$ cat src/rtl/fir_decim_out.sv
// ---------------------------------------------------------------------------
// fir_decim_out
//
// Output stage for a decimating FIR. It accumulates DECIM accepted input
// samples into one sum, scales the sum by an arithmetic right shift, reduces
// the result to 16 bits and queues it in a 4-entry FIFO for the consumer.
//
// Parameters:
//   DECIM  decimation factor (1, 2, 4, 8 or 16)
//   SHIFT  arithmetic right shift applied to each dumped sum (0..log2(DECIM))
//
// Compile-time option:
//   FIR_DECIM_SAT_EN  defined   -> out-of-range results clamp to 32767/-32768
//                     undefined -> out-of-range results wrap to their low
//                                  16 bits (two's complement)
//   ovf is set on any out-of-range result in both modes.
//
// Ports:
//   clk        single clock, rising edge
//   rst        synchronous active-high reset
//   x          signed 16-bit FIR output sample
//   x_valid    x is valid this cycle (no input backpressure)
//   y          signed 16-bit decimated sample at the FIFO head
//   y_valid    y holds a valid sample
//   y_ready    consumer accepts y; pop when y_valid && y_ready
//   ovf        sticky: a result exceeded the signed 16-bit range
//   drop       sticky: a result was lost because the FIFO was full
//   clr_flags  clears ovf and drop (a simultaneous new set wins)
// ---------------------------------------------------------------------------
module fir_decim_out #(
    parameter int DECIM = 4,
    parameter int SHIFT = 1
) (
    input  logic               clk,
    input  logic               rst,
    input  logic signed [15:0] x,
    input  logic               x_valid,
    output logic signed [15:0] y,
    output logic               y_valid,
    input  logic               y_ready,
    output logic               ovf,
    output logic               drop,
    input  logic               clr_flags
);

    // A 1-bit phase is kept for DECIM=1 so the vector is never zero-width;
    // it simply stays at 0 because every sample is a dump.
    localparam int PHASE_W = (DECIM > 1) ? $clog2(DECIM) : 1;
    localparam logic [PHASE_W-1:0] LAST_PHASE = PHASE_W'(DECIM - 1);

    logic signed [19:0]  acc_q, acc_d;
    logic [PHASE_W-1:0]  phase_q, phase_d;
    logic signed [15:0]  mem_q [4];
    logic signed [15:0]  mem_d [4];
    logic [1:0]          rd_ptr_q, rd_ptr_d;
    logic [1:0]          wr_ptr_q, wr_ptr_d;
    logic [2:0]          count_q, count_d;
    logic                ovf_q, ovf_d;
    logic                drop_q, drop_d;

    logic signed [19:0]  sum;
    logic signed [19:0]  result;
    logic signed [15:0]  reduced;
    logic                out_of_range;
    logic                dump;
    logic                pop;
    logic                full;
    logic                push_ok;
    logic                drop_set;

    // Datapath: running sum, scaling and 16-bit reduction of the dumped value.
    always_comb begin
        sum          = acc_q + $signed({{4{x[15]}}, x});
        result       = sum >>> SHIFT;
        out_of_range = (result > 20'sd32767) || (result < -20'sd32768);
`ifdef FIR_DECIM_SAT_EN
        if (result > 20'sd32767) begin
            reduced = 16'sh7FFF;
        end else if (result < -20'sd32768) begin
            reduced = 16'sh8000;
        end else begin
            reduced = result[15:0];
        end
`else
        reduced = result[15:0];
`endif
        dump = x_valid && (phase_q == LAST_PHASE);
    end

    // Accumulator and phase only move on accepted samples.
    always_comb begin
        acc_d   = acc_q;
        phase_d = phase_q;
        if (x_valid) begin
            if (dump) begin
                acc_d   = '0;
                phase_d = '0;
            end else begin
                acc_d   = sum;
                phase_d = phase_q + 1'b1;
            end
        end
    end

    // FIFO control. When full, a simultaneous pop frees the head slot, which
    // is exactly where wr_ptr points, so the new result lands behind the
    // remaining entries and order is preserved.
    always_comb begin
        pop      = (count_q != 3'd0) && y_ready;
        full     = (count_q == 3'd4);
        push_ok  = dump && (!full || pop);
        drop_set = dump && full && !pop;

        mem_d = mem_q;
        if (push_ok) begin
            mem_d[wr_ptr_q] = reduced;
        end
        wr_ptr_d = wr_ptr_q + 2'(push_ok);
        rd_ptr_d = rd_ptr_q + 2'(pop);
        count_d  = count_q + 3'(push_ok) - 3'(pop);
    end

    // Sticky flags: a new set condition takes priority over a clear.
    always_comb begin
        ovf_d  = ovf_q;
        drop_d = drop_q;
        if (clr_flags) begin
            ovf_d  = 1'b0;
            drop_d = 1'b0;
        end
        if (dump && out_of_range) begin
            ovf_d = 1'b1;
        end
        if (drop_set) begin
            drop_d = 1'b1;
        end
    end

    always_ff @(posedge clk) begin
        if (rst) begin
            acc_q    <= '0;
            phase_q  <= '0;
            for (int i = 0; i < 4; i++) begin
                mem_q[i] <= '0;
            end
            rd_ptr_q <= '0;
            wr_ptr_q <= '0;
            count_q  <= '0;
            ovf_q    <= 1'b0;
            drop_q   <= 1'b0;
        end else begin
            acc_q    <= acc_d;
            phase_q  <= phase_d;
            mem_q    <= mem_d;
            rd_ptr_q <= rd_ptr_d;
            wr_ptr_q <= wr_ptr_d;
            count_q  <= count_d;
            ovf_q    <= ovf_d;
            drop_q   <= drop_d;
        end
    end

    // Head entry is read straight out of the storage registers.
    assign y       = mem_q[rd_ptr_q];
    assign y_valid = (count_q != 3'd0);
    assign ovf     = ovf_q;
    assign drop    = drop_q;

endmodule

$ cat config.mk
export PLATFORM = sky130hd
export DESIGN_NAME = fir_decim_out
export DESIGN_NICKNAME = d
export VERILOG_FILES = /design/src/rtl/fir_decim_out.sv
export SDC_FILE = /design/constraint.sdc
export NUM_CORES = 1
export LEC_CHECK = 0
export ABC_AREA = 0
export BUFFER_PORTS_ARGS = -buffer_cell sky130_fd_sc_hd__buf_2
export CELL_PAD_IN_SITES_DETAIL_PLACEMENT = 2
export CELL_PAD_IN_SITES_GLOBAL_PLACEMENT = 2
export CORE_AREA = 2 2 150 152
export CTS_BUF_LIST = sky130_fd_sc_hd__clkbuf_4 sky130_fd_sc_hd__clkbuf_8
export DETAILED_ROUTE_END_ITERATION = 10
export DIE_AREA = 0 0 152 154
export GPL_ROUTABILITY_DRIVEN = 0
export PLACE_DENSITY = 0.54
export SETUP_SLACK_MARGIN = 0.4
export SYNTH_ARGS = -nofsm -noshare
export SYNTH_HDL_FRONTEND = slang
export SYNTH_SLANG_ARGS = --single-unit
$ cat constraint.sdc
create_clock -name clk -period 6.49 [get_ports clk]
set_clock_uncertainty 0.15 [all_clocks]
set_input_delay 0.649 -clock clk [delete_from_list [all_inputs] [get_ports clk]]
set_output_delay 0.649 -clock clk [all_outputs]
set_load 0.01 [all_outputs]
==> results of run 1 <==
-- final cells by class --
class	count	area (um2)
tap	280	350.3
timing repair buffer	42	220.2
clock inverter	6	75.07
sequential	95	1902
multi-input combinational	465	3037
clock buffer	10	137.6
fill	2463	15920
inverter	13	48.80
-- worst max-delay path, stage by stage (launching register included) --
cell	delay [ps]
dfxtp_1	350
ha_1	180
inv_1	60
fa_1	420
nor2b_1	200
o31ai_2	150
a211oi_1	550
nor3_1	150
nor3_1	480
nor4b_1	140
o41ai_2	270
-- worst max-delay path by stage --
| stage | to | slack [ps] | depth (start not counted) |
|---|---|---|---|
| 6_report | ovf | 3300 | 10 |
| 3_5_place_dp | ovf | 2870 | 11 |
| 5_1_grt | ovf | 2930 | 10 |
| 3_3_place_gp | ovf | 3000 | 11 |
| 2_1_floorplan | ovf | 3610 | 9 |
| 4_1_cts | ovf | 3250 | 10 |
-- routing by layer --
metal / share of wire [%] / routed length, um
met1: 47 / 8294
met2: 50 / 8849
met3: 1.3 / 231
met4: 1.4 / 241
met5: 0 / 0
-- cell usage after synthesis (all sizes together), types with 2 or more instances --
cell     number
nand2b        5
buf          12
nor2         51
dfxtp        95
mux2i         4
nand3        10
a21oi        85
fa            2
o21bai        3
nor3b         6
xnor2        10
a211oi       13
mux4         16
o211a         3
nor4b         2
nor4          6
a221oi        2
o21ai         8
nand3b        4
a311oi        2
nand4         7
clkbuf       30
o311ai        5
nor2b        22
xor2          3
or2           3
and2          2
o21a          3
inv          13
a211o         5
and3          4
o31ai         2
o211ai        3
or3           7
nand2       118
a21o          5
ha           24
nor3          8
o2111ai       2
a2111oi       2
-- cell families (layout without fill, tap and decap cells) --
kind of cell | Yosys count | after routing | share of synthesized area [%]
mux | 20 | 20 | 7.794
flops | 95 | 95 | 37.02
fa+ha+maj | 26 | 26 | 6.625
xor+xnor | 13 | 13 | 2.216
compound gates | 149 | 149 | 18.88
buf+inv | 55 | 71 | 4.213
simple gates | 257 | 257 | 23.26
-- through the flow --
step	hold WS [ps]	std cells	instance area (um2)
after global routing	341.5	911	5771
final	314.7	911	5771
after detailed placement	302.9	895	5558
after global placement	291.0	895	5558
after floorplan	283.1	615	5137
after CTS	318.4	911	5771
-- sequential cells by signal, indices dropped and copies added, names as in the netlist --
| register | cells |
|---|---|
| acc_q | 20 |
| count_q | 3 |
| drop | 1 |
| mem_q | 64 |
| ovf | 1 |
| phase_q | 2 |
| rd_ptr_q | 2 |
| wr_ptr_q | 2 |
-- power by group through the flow --
stage          sequential, mW  combinational (mW)  clock, mW
5_1_grt                 0.650               0.549      0.483
3_3_place_gp            0.657               0.480          0
3_5_place_dp            0.659               0.496          0
6_report                0.645               0.485      0.445
4_1_cts                 0.646               0.499      0.464
2_1_floorplan           0.643               0.351          0
==> flow_summary.yaml, run 1 <==
run_status:
  status: "completed"
global_routing:
  grt-ovfl-total: 0
  grtUsageMet3_pct: 1.832
  antenna_found_initial: 0
  busiest_layer: "met2"
  grt.total_usage_pct: 15.69
  grt_util_met2_pct: 28.12
  grt_pass1_wl_um: 28810
  grt_util_met1_pct: 19.63
  grt_max_degree: 80
  grt_pass1_vias: 5091
power_and_ir_drop:
  power_leakage_nw: 2.147
  p_switching_mw: 0.5798
  power_frac_seq_pct: 41.0
  max-vdd-ir-drop_uv: 78.77
  powerDensity_mw_per_mm2: 273.0
  finalPower_mw: 1.575
  p_comb_share_pct: 30.8
  p_clk_share_pct: 28.3
  p_int_mw: 0.9957
  switching_share_pct: 36.80
critical_path:
  critPathMaxFanout: 5
  required_ps: 6640
  worstPathArrival_ps: 3340
  r2r_cells: 10
  reg2reg_from: "acc_q[0]"
  cp-start-kind: "flip-flop"
  reg2reg_slack_ps: 3300
  path_class: "flip-flop to flip-flop"
  worstSetupStartpoint: "acc_q[0]"
  critPathCaptureType: "flip-flop"
  worstReg2RegEnd: "ovf"
clock_network:
  clock_path_buffers: 2
  cts_root_buf: "clkbuf_8"
  clk_pin_slew_worst_paths_ps: 100
  cts_tree: "yes"
  post-cts-setup-buffers: 0
  ctsHoldBuffers: 0
  cts_resized: 0
  cts_htree_levels: 3
  clock-sinks: 95
  clock_latency_ps: 400
  numCtsBuffers: 9
timing:
  setup_slack_ps: 3300
  fmax_mhz: 313.5
  relSlewSlack_pct: 27.18
  drv_slew: 0
  fin_setup_tns_ps: 0
  rsz0062_at_grt: "no"
  fin_crit_ps: 3190
  hold_viol: 0
  max_slew.worst_pin.slew_ps: 1091
  fin_crit_sh_pct: 49.15
  finalSetupViolCount: 0
synthesis:
  seq_area_frac_synth_pct: 37.02
  synthFlopType: "dfxtp_1"
  synth_cell_types: 60
  synth_top_cell_by_area: "dfxtp_1"
  syn-cell-area_mm2: 0.005137
  synth.area.top_cells: "dfxtp_1 37%, nand2_1 8.6%, a21oi_1 8.2%"
  avgSynthCellArea_um2: 8.354
  ys_warn_count: 0
  synth_edf_count: 0
  async_reset_ff_share_pct: 0
  ys_ff_latch: 95
  syn-num-nets: 662
  syn_inst: 615
  yosys.area.top_type_share_pct: 37.02
route:
  detail_route.first_pass.iterations: 4
  viasPerCell: 5.049
  wl_per_cell_um: 19.34
  dr_total_vias: 4600
  drt_iter0_drc: 158
  route.detailed.drc: 0
  ant_nets: 0
  wirelength_um: 17620
floorplan:
  io_pins: 40
  die_w_um: 152
  die_height_um: 154
  start_util_pct: 23.69
  rows: 54
  coreArea_mm2: 0.02169
  die_area_mm2: 0.02341
place:
  numPortBuffers: 39
  pre_cts_ws_ps: 2875
  dpl.hpwl_um: 12170
layout:
  antenna_cells: 0
  syn_to_final_growth_pct: 12.32
  drive_gt1_share_pct: 14.26
  final_common_cell: "nand2_1"
  fin_util_pct: 26.61
  layout.nets: 673
  mostFrequentLayoutCells: "118 x nand2_1, 95 x dfxtp_1, 84 x a21oi_1"
worst_hold_path:
  holdPathStages: 2
  min_to: "mem_q[49]"
  hold_start: "mem_q[49]"
  hold_class: "flip-flop to flip-flop"
run:
  max-cap-violations: 0
No activity file was read; power rests on OpenSTA's default activity.
==> inputs of run 2 (changes only) <==
PLACE_DENSITY = 0.57   (was 0.54)
clock period = 2.59 ns   (was 6.49 ns; I/O delays follow)
==> flow_summary.yaml, run 2 (same netlist as run 1, synthesis figures left out) <==
run_status:
  status: "completed"
power_and_ir_drop:
  p_switching_mw: 1.694
  switching_share_pct: 35.71
  power_frac_seq_pct: 34.8
  power_leakage_nw: 2.714
  p_int_mw: 3.049
  p_clk_share_pct: 24.2
  powerDensity_mw_per_mm2: 650.0
  max-vdd-ir-drop_uv: 215.6
  p_comb_share_pct: 41.0
timing:
  drv_slew: 0
  relSlewSlack_pct: 49.88
  rsz0062_at_grt: "yes"
  fin_crit_ps: 2566
  hold_viol: 0
  fin_setup_tns_ps: 0
  max_slew.worst_pin.slew_ps: 742.3
  fmax_mhz: 389.7
  fin_crit_sh_pct: 99.07
  finalSetupViolCount: 0
clock_network:
  numCtsBuffers: 9
  ctsHoldBuffers: 0
  clock_path_buffers: 2
  clock_latency_ps: 380
  clock-sinks: 95
  cts_root_buf: "clkbuf_8"
  clk_pin_slew_worst_paths_ps: 110
  cts_tree: "yes"
  cts_htree_levels: 3
critical_path:
  cp-start-kind: "flip-flop"
  critPathCaptureType: "flip-flop"
  r2r_cells: 8
  path_class: "flip-flop to flip-flop"
  required_ps: 2740
  critPathMaxFanout: 2
  worstPathArrival_ps: 2710
global_routing:
  grt_util_met2_pct: 28.51
  antenna_found_initial: 0
  grt.total_usage_pct: 16.22
  grt-ovfl-total: 0
  grt_pass1_wl_um: 30150
  grtUsageMet3_pct: 2.170
  grt_util_met1_pct: 20.96
  grt_max_degree: 47
  grt_pass1_vias: 5401
  busiest_layer: "met2"
layout:
  largest_reg_flops: 64
  top_regs: "mem_q: 64 flops, acc_q: 20 flops, count_q: 3 flops"
  fillers: 2367
  multiInputGateArea_mm2: 0.003832
  fin_util_pct: 33.64
  layout.nets: 752
  drive_gt1_share_pct: 43.50
  final_common_cell: "nand2_1"
  antenna_cells: 0
  regMostFlops: "mem_q"
  regArea_mm2: 0.001921
  syn_to_final_growth_pct: 42.01
  stdcell_count: 988
  mostFrequentLayoutCells: "88 x nand2_1, 86 x dfxtp_1, 61 x buf_4"
route:
  dr_total_vias: 4859
  wl_per_cell_um: 19.27
  viasPerCell: 4.918
  route.detailed.drc: 0
  ant_nets: 0
  drt_iter0_drc: 228
  detail_route.first_pass.iterations: 4
  wirelength_um: 19040
floorplan:
  die_height_um: 154
  rows: 54
  coreArea_mm2: 0.02169
  io_pins: 40
  die_w_um: 152
  start_util_pct: 23.69
  die_area_mm2: 0.02341
place:
  dpl.hpwl_um: 13270
  place_inst: 948
  numPortBuffers: 39
worst_hold_path:
  hold_class: "primary input to flip-flop"
  holdPathStages: 4
run:
  max-cap-violations: 0
-- run 2: cell count changes in the layout (fill, tap and decap cells not counted), sizes merged --
cell,previous run,this run
clkbuf,10,12
bufinv,1,2
clkinv,2,1
inv,16,13
buf,42,120
-- run 2: what timing repair did --
action,CTS,global route
setup buffers,18,6
gates resized for setup,92,63
gates cloned,1,1
pin swaps,36,40
setup endpoints to repair,77,82
-- run 2: worst paths after layout --
path               endpoint  slack [ps]  startpoint
hold / removal         drop          20   clr_flags
setup reg to reg        ovf          20   acc_q[10]
setup / recovery        ovf          20   acc_q[10]
hold reg to reg   mem_q[37]         310   mem_q[37]
-- run 2: critical path, stage by stage, from the launching register on --
cell and delay [ps]:
dfxtp_2 370, ha_4 210, a211oi_4 250, o21bai_2 120, or4_1 490, or3_4 410, nand3_1 100, and4b_1 210
o41ai_2 180
-- run 2: metrics by stage --
| stage | setup WS (ps) | hold WS [ps] | power, mW | cell area, um2 |
|---|---|---|---|---|
| floorplan | 175.8 | 280.1 | 2.654 | 5446 |
| global placement | -89.46 | 288.5 | 3.150 | 6236 |
| detailed placement | -115.8 | 303.2 | 3.230 | 6236 |
| CTS | -18.67 | 17.11 | 4.674 | 6978 |
| global route | -97.42 | 29.10 | 5.022 | 7296 |
| finish | 23.98 | 24.13 | 4.742 | 7296 |
-- run 2: power groups by stage --
stage / sequential [mW] / combinational [mW] / clock [mW]
6_report: 1.65 / 1.94 / 1.15
5_1_grt: 1.66 / 2.11 / 1.25
4_1_cts: 1.64 / 1.85 / 1.19
3_5_place_dp: 1.65 / 1.58 / 0
3_3_place_gp: 1.65 / 1.50 / 0
2_1_floorplan: 1.63 / 1.02 / 0
-- run 2: final cells by class --
class                   count  share of cell area [%]
well taps                 280                   4.802
multi-input cells         465                   52.53
repair buffers            121                   12.67
clock buffers              11                   1.989
clock inverters             3                  0.9432
flip-flops and latches     95                   26.32
inverters                  13                  0.7374
-- run 2: per-layer routing --
layer	up-vias	wire (um)
met2	31	9419
met5	-	0
met1	2470	9186
met4	0	180
li1	2343	-
met3	15	254
